### config.mk
export PLATFORM = sky130hd
export DESIGN_NAME = cpu_wb_seq_multiplier
export DESIGN_NICKNAME = d
export VERILOG_FILES = /design/src/rtl/cpu_wb_seq_multiplier.sv
export SDC_FILE = /design/constraint.sdc
export NUM_CORES = 1
export LEC_CHECK = 0
export CAP_MARGIN = 20
export CORE_MARGIN = 2
export CORE_UTILIZATION = 25
export CTS_CLUSTER_SIZE = 24
export DETAILED_ROUTE_END_ITERATION = 12
export HOLD_SLACK_MARGIN = 0.05
export PLACE_DENSITY = 0.43
export SYNTH_ARGS = -nofsm -noshare
export SYNTH_HDL_FRONTEND = slang
export SYNTH_SLANG_ARGS = --single-unit
### constraint.sdc
create_clock -name clk -period 8.5 [get_ports clk]
set_input_delay 1.275 -clock clk [delete_from_list [all_inputs] [get_ports clk]]
set_output_delay 1.275 -clock clk [all_outputs]
set_load 0.03 [all_outputs]
### src/rtl/cpu_wb_seq_multiplier.sv
// Iterative shift-add multiplier for the writeback stage.
// Retires STEP_BITS multiplier bits per cycle, with valid/ready handshakes on both sides.
module cpu_wb_seq_multiplier #(
  parameter int MULTICAND_WID  = 32,
  parameter int MULTIPLIER_WID = 32,
  parameter int STEP_BITS      = 4
) (
  input  logic                                    clk,
  input  logic                                    rst_n,
  input  logic                                    in_valid,
  output logic                                    in_ready,
  input  logic [MULTICAND_WID-1:0]                multicand,
  input  logic [MULTIPLIER_WID-1:0]               multiplier,
  input  logic                                    is_signed,
  output logic                                    out_valid,
  input  logic                                    out_ready,
  output logic [MULTICAND_WID+MULTIPLIER_WID-1:0] product,
  output logic                                    busy
);

  localparam int ITER     = MULTIPLIER_WID / STEP_BITS;
  localparam int PROD_WID = MULTICAND_WID + MULTIPLIER_WID;
  localparam int CNT_W    = (ITER > 1) ? $clog2(ITER) : 1;

  if (MULTIPLIER_WID % STEP_BITS != 0) begin : g_step_check
    $error("STEP_BITS must evenly divide MULTIPLIER_WID");
  end

  typedef enum logic [1:0] {
    S_IDLE,
    S_BUSY,
    S_DONE
  } state_t;

  state_t                r_state;
  state_t                w_state_nxt;
  logic [PROD_WID-1:0]   r_acc;
  logic [PROD_WID-1:0]   r_mag_a;
  logic [MULTIPLIER_WID-1:0] r_mplr;
  logic [CNT_W-1:0]      r_cnt;
  logic                  r_neg;
  logic [PROD_WID-1:0]   r_product;

  logic                      w_a_neg;
  logic                      w_b_neg;
  logic [MULTICAND_WID-1:0]  w_mag_a;
  logic [MULTIPLIER_WID-1:0] w_mag_b;
  logic [PROD_WID-1:0]       w_pp;
  logic [PROD_WID-1:0]       w_acc_nxt;
  logic [PROD_WID-1:0]       w_result;
  logic                      w_last;

  // Magnitudes stay unsigned at full width, so negating the most negative value is exact.
  assign w_a_neg = is_signed & multicand[MULTICAND_WID-1];
  assign w_b_neg = is_signed & multiplier[MULTIPLIER_WID-1];
  assign w_mag_a = w_a_neg ? -multicand : multicand;
  assign w_mag_b = w_b_neg ? -multiplier : multiplier;

  // r_mag_a is pre-shifted each step, so the partial product lands already aligned.
  assign w_pp      = r_mag_a * PROD_WID'(r_mplr[STEP_BITS-1:0]);
  assign w_acc_nxt = r_acc + w_pp;
  assign w_result  = r_neg ? -w_acc_nxt : w_acc_nxt;
  assign w_last    = (r_cnt == CNT_W'(ITER - 1));

  // NOTE: always_comb assigns every output a default first so no latch is inferred.
  always_comb begin
    w_state_nxt = r_state;
    case (r_state)
      S_IDLE:  if (in_valid)  w_state_nxt = S_BUSY;
      S_BUSY:  if (w_last)    w_state_nxt = S_DONE;
      S_DONE:  if (out_ready) w_state_nxt = S_IDLE;
      default: w_state_nxt = S_IDLE;
    endcase
  end

  // NOTE: sequential state uses non-blocking assignments so every register samples pre-edge values.
  always_ff @(posedge clk or negedge rst_n) begin
    if (!rst_n) begin
      r_state <= S_IDLE;
    end else begin
      r_state <= w_state_nxt;
    end
  end

  always_ff @(posedge clk or negedge rst_n) begin
    if (!rst_n) begin
      r_acc     <= '0;
      r_mag_a   <= '0;
      r_mplr    <= '0;
      r_cnt     <= '0;
      r_neg     <= 1'b0;
      r_product <= '0;
    end else begin
      case (r_state)
        S_IDLE: begin
          if (in_valid) begin
            r_mag_a <= PROD_WID'(w_mag_a);
            r_mplr  <= w_mag_b;
            r_neg   <= w_a_neg ^ w_b_neg;
            r_acc   <= '0;
            r_cnt   <= '0;
          end
        end
        S_BUSY: begin
          r_acc   <= w_acc_nxt;
          r_mag_a <= r_mag_a << STEP_BITS;
          r_mplr  <= r_mplr >> STEP_BITS;
          r_cnt   <= r_cnt + 1'b1;
          if (w_last) r_product <= w_result;
        end
        default: ;
      endcase
    end
  end

  assign in_ready  = (r_state == S_IDLE);
  assign out_valid = (r_state == S_DONE);
  assign busy      = (r_state != S_IDLE);
  assign product   = r_product;

endmodule

==> results by group, run 1 <==
Outcome
  • Outcome: finished clean

Hold path
  • Worst hold endpoint: product[30]
  • Hold crit path type: reg -> reg
  • Worst Hold Path Cells: 2
  • Worst hold start: product[30]

STA
  • Slew Viols, Final: 0
  • Final setup vio count: 0
  • Crit path time final: between 7000 and 8000 ps
  • RSZ-0062 raised after global routing: false
  • Worst-margin pin slew: slightly above 1000 ps
  • Final Hold Viols: 0
  • Setup Skew: ~18 ps
  • Rel. slew slack: 0.308
  • Setup TNS Final: 0 ps
  • FMAX: approximately 140 MHz
  • Final period utilization: 0.855

Flow run
  • Number of max-cap violations: 0

Layout
  • Layout area overhead: 15.3%
  • # nets final: 3072
  • Share of layout cells above drive strength 1: 0.0473
  • Most common cell after layout, fill and taps aside: inv_1
  • Multi-input logic area: 15100 µm²
  • Sequential Area: approximately 5800 µm²
  • N_diodes: 0
  • Commonest cells after routing, fill and taps aside: inv_1, nand2_1, o21ai_0
  • # fillers: between 9000 and 10000

Clock network
  • Sink Count: between 200 and 250
  • Clk root buf: clkbuf_16
  • Worst-skew pair later-pin latency: 590 ps
  • Setup Buffers After CTS: 0
  • H-tree depth: 1
  • CTS Buf Count: 31
  • # hold bufs at CTS: 0
  • Resized cells post-CTS: 0
  • Clock Path Buffers: 3
  • Clock transition at path regs: 60 ps
  • CTS tree: yes

Synthesis
  • Top-area cell type share of the netlist area: 0.255
  • Synth area leaders: dfrtp_1, fa_1, and2_1
  • Synthesized area: 22500 µm²
  • Post-synthesis simple-gate area fraction: 0.210
  • Synth Flop Type: dfrtp_1
  • Seq/Total Area, Yosys: 0.255
  • Mux contribution to synthesized area: 0.00655
  • Synth unique cells: slightly below 90
  • Area leader, netlist: dfrtp_1
  • Synth warnings: 0
  • Compound-Gate Fraction of Synth Area: 0.187
  • Post-Synth Adder-Cell Area: 0.202
  • XOR/XNOR Fraction of Synth Area: 0.0644
  • Post-synth ARST share: 1.00
  • Synth Net Count: between 3000 and 4000
  • Main combinational cell family by area after synthesis: simple AND/OR/NAND/NOR gates
  • Number of synthesized flops with an enable pin: 0
  • FF+latch count, synth: 230
  • Mapped Cells: 2701
  • Synth Area per Inst: around 8.3 µm²

Global route
  • GR Overflow Total: 0
  • Number of global-route vias before repair: about 19000
  • Global Route Usage Sum: 0.157
  • Largest net degree at the start of global routing: 83
  • Global-route wire length before repair: ~120000 µm
  • Initial antenna violation count: 5

Floorplanning
  • Die X: ~300 µm
  • I/O pin cnt: approximately 140
  • Core Region: 89700 µm²
  • Std-Cell Rows: between 100 and 150
  • Die span in y: just over 300 µm
  • Starting Density: 0.251
  • Die footprint: approximately 90000 µm²

Drt
  • DR WL met3: 2930 µm
  • Met1 WL: between 30000 and 40000 µm
  • DRC: 0
  • Vias/cell: 4.74
  • Metal2 WL: between 30000 and 40000 µm
  • Highest layer used for signal routing: met5
  • WL final: approximately 74000 µm
  • Drt wl/cell: ~19 µm
  • Antenna Nets Post-Route: 0
  • DR pass1 iterations: 5
  • Initial DRC count: ~1300
  • Routed vias: approximately 19000

Worst setup path
  • Crit path required time: ~9000 ps
  • CP Max Fanout: 63
  • Worst setup SP type: flop
  • RR Endpoint: product[63]
  • Crit path capture type: flop
  • Critical path type: reg -> reg
  • Reg2Reg Depth: 20
  • Worst R2R Start: r_mplr[1]
  • R2R Setup Slk: approximately 1200 ps
  • Crit path DAT: just under 8000 ps

Place
  • IO buf count: 135
  • Routability congestion estimate: between 0.8 and 0.9
  • Detail Placement HPWL: between 50000 and 60000 µm
==> metrics by stage <==
step	area [µm²]	utilization	setup slack, ps	hold slack [ps]	cells
after floorplan	22500	-	2470	450	2701
after global placement	25000	0.279	1310	464	3892
after detailed placement	25000	0.279	1260	471	3892
after CTS	26000	0.290	1230	482	3943
after global routing	26000	0.290	781	498	3943
final	26000	0.290	1230	476	3943
==> critical path, stage by stage (launching register included) <==
cell	delay, ps
dfrtp_1	360
buf_4	490
and2_1	230
fa_1	440
fa_1	540
inv_1	50
fa_1	490
inv_1	40
ha_1	420
o211ai_1	190
a21oi_1	350
o21ai_1	200
a311oi_1	780
o21ai_0	240
a221oi_2	430
nand4bb_1	380
nor4_4	580
nand3_2	240
o41ai_2	380
xnor2_1	160
o21ai_1	70
==> area by class of cell <==
type                       count  share of cell area
inverter                     301              0.0435
clock inverter                 9             0.00385
sequential                   230               0.221
clock buffer                  42              0.0337
multi-input combinational   2026               0.582
timing repair buffer         159              0.0591
tap                         1176              0.0566
==> Yosys cell counts (21+ instances only) <==
cell type	count
xnor2_1	94
nand2_1	297
nand4_1	35
a22oi_1	57
dfrtp_1	230
o21ai_1	29
and2_1	247
ha_1	72
nor3_1	37
nand3_1	80
clkbuf_1	119
inv_1	301
o21ai_0	268
or3_1	21
nor2_1	107
o31ai_1	38
fa_1	182
xor2_1	70
a21oi_1	116
==> per-layer routing <==
metal / vias to the layer above / track usage
met3: 75 / 0.0182
met4: 8 / 0.0353
met5: - / 0
met1: 9069 / 0.247
met2: 362 / 0.227
li1: 9183 / -
==> worst max-delay path by stage <==
stage / from / endpoint / slack [ps] / depth (start not counted)
2_1_floorplan: r_mplr[2] / product[62] / 2470 / 22
3_3_place_gp: r_mplr[1] / product[57] / 1310 / 18
3_5_place_dp: r_mplr[1] / product[63] / 1260 / 20
4_1_cts: r_mplr[1] / product[63] / 1230 / 20
5_1_grt: r_mplr[1] / product[63] / 780 / 20
6_report: r_mplr[1] / product[63] / 1230 / 20
==> registers in the layout, summed over array words and instances, names as in the netlist <==
register,count
product,64
r_acc,64
r_mag_a,64
r_mplr,32
r_cnt,3
r_state,2
r_neg,1
==> kinds of logic (layout without fill, tap and decap cells) <==
family,Yosys count,after routing
simple gates,915,915
compound gates,678,678
buf+inv,445,511
fa+ha+maj,254,254
flops,230,230
xor+xnor,165,165
mux,14,14
Power of run 1 is left out: the tool's default activity adds up to more than one toggle a clock period on the data nets, which glitch-free logic cannot reach.
==> run 2, diff against run 1 <==
- GPL_ROUTABILITY_DRIVEN: unset -> 0
- SKIP_LAST_GASP: unset -> 1
==> results by group, run 2 (synthesis gave the netlist of run 1 again) <==
Outcome
  • Outcome: finished clean

STA
  • Setup Skew: roughly 18 ps
  • Crit path time final: between 7000 and 8000 ps
  • Final period utilization: 0.852
  • Hold Slack: around 480 ps
  • Final setup vio count: 0
  • Rel. slew slack: 0.286
  • RSZ-0062 raised after global routing: false
  • Slew Viols, Final: 0
  • Setup TNS Final: 0 ps
  • FMAX: roughly 140 MHz
  • Final Hold Viols: 0
  • Worst-margin pin slew: between 1000 and 1500 ps

Floorplanning
  • I/O pin cnt: 136
  • Core Region: between 80000 and 90000 µm²
  • Die X: 304 µm
  • Starting Density: 0.251
  • Die span in y: approximately 300 µm
  • Std-Cell Rows: 110
  • Die footprint: around 90000 µm²

Worst setup path
  • Slowest-stage cell, CP: a311oi_1
  • Slowest stage delay, CP: between 700 and 800 ps
  • Crit path required time: between 8000 and 9000 ps
  • Cell Chain, Critical Path: buf_4, and2_1, fa_1, fa_1, fa_1, ha_1, o211ai_1, a21oi_1, o21ai_1, a311oi_1, o21ai_0, a221oi_2, nand4bb_1, nor4_4, nand3_2, o41ai_2, xnor2_1, o21ai_1
  • Crit path capture type: flop
  • Reg2Reg Depth: 18
  • Worst setup SP type: flop
  • Crit path DAT: approximately 7700 ps
  • CP Max Fanout: 63
  • Crit path top cell by count: fa_1
  • Critical path type: reg -> reg

Clock network
  • # hold bufs at CTS: 0
  • Clock Path Buffers: 3
  • CTS Buf Count: 31
  • Clk root buf: clkbuf_16
  • H-tree depth: 1
  • CTS tree: yes
  • Worst-skew pair later-pin latency: a little over 600 ps
  • Setup Buffers After CTS: 0
  • Sink Count: 230
  • Resized cells post-CTS: 0
  • Clock transition at path regs: around 60 ps

Global route
  • Number of global-route vias before repair: 19100
  • Global-route wire length before repair: roughly 120000 µm
  • GR Overflow Total: 0
  • Initial antenna violation count: 2
  • Global Route Usage Sum: 0.157
  • Largest net degree at the start of global routing: 77

Hold path
  • Worst Hold Path Cells: 2
  • Hold crit path type: reg -> reg

Flow run
  • Number of max-cap violations: 0

Drt
  • WL final: between 70000 and 80000 µm
  • Highest layer used for signal routing: met5
  • Initial DRC count: ~1200
  • DR pass1 iterations: 5
  • Drt wl/cell: 18.5 µm
  • Antenna Nets Post-Route: 0
  • Metal2 WL: a little over 30000 µm
  • Routed vias: roughly 19000
  • Vias/cell: around 4.8
  • DRC: 0
  • DR WL met3: a little under 3000 µm
  • Met1 WL: between 30000 and 40000 µm

Layout
  • # nets final: approximately 3000
  • Most common cell after layout, fill and taps aside: inv_1
  • Commonest cells after routing, fill and taps aside: inv_1, nand2_1, o21ai_0
  • Share of layout cells above drive strength 1: 0.0490
  • Layout area overhead: 15.5%

Place
  • Detail Placement HPWL: 56400 µm
  • IO buf count: roughly 140
-- run 2: metal layers --
| metal | global-route usage | vias up |
|---|---|---|
| met2 | 0.229 | 390 |
| met1 | 0.244 | 9088 |
| met5 | 0 | - |
| met4 | 0.0393 | 4 |
| li1 | - | 9206 |
| met3 | 0.0164 | 84 |
-- run 2: cell type report --
type / count / area, µm²
Sequential cell: 230 / 5760
Timing Repair Buffer: 160 / 1540
Antenna cell: 2 / 5.00
Multi-Input combinational cell: 2026 / 15100
Clock inverter: 12 / 96.3
Fill cell: 9713 / 63700
Inverter: 301 / 1130
Clock buffer: 45 / 898
Tap cell: 1176 / 1470
-- run 2: path summary, 6_finish.rpt --
| path | start | endpoint | slack [ps] |
|---|---|---|---|
| max in group asynchronous | rst_n | product[3] | 6620 |
| setup / recovery | r_mplr[1] | product[63] | 1260 |
| hold reg to reg | product[19] | product[19] | 480 |
| min in group asynchronous | rst_n | product[46] | 620 |
| hold / removal | product[19] | product[19] | 480 |
| setup reg to reg | r_mplr[1] | product[63] | 1260 |
-- run 2: per-stage QoR --
step | instances | utilization | setup slack, ps | instance area [µm²]
after CTS | 3950 | 0.290 | 1220 | 26000
after detailed placement | 3893 | 0.279 | 1240 | 25000
after global placement | 3893 | 0.279 | 1300 | 25000
after global routing | 3950 | 0.290 | 814 | 26000
final | 3952 | 0.290 | 1260 | 26000
after floorplan | 2701 | - | 2470 | 22500
-- run 2: critical path: cells and delay by family (launching register included) --
family                   cells  cell delay, ps
buffers and inverters        1             510
flip-flops                   1             360
AND/OR/NAND/NOR              4            1440
XOR/XNOR                     1             160
adder cells (fa/ha/maj)      4            1980
AO/OA/AOI/OAI                8            2600
Power of run 2 is left out for the same reason.
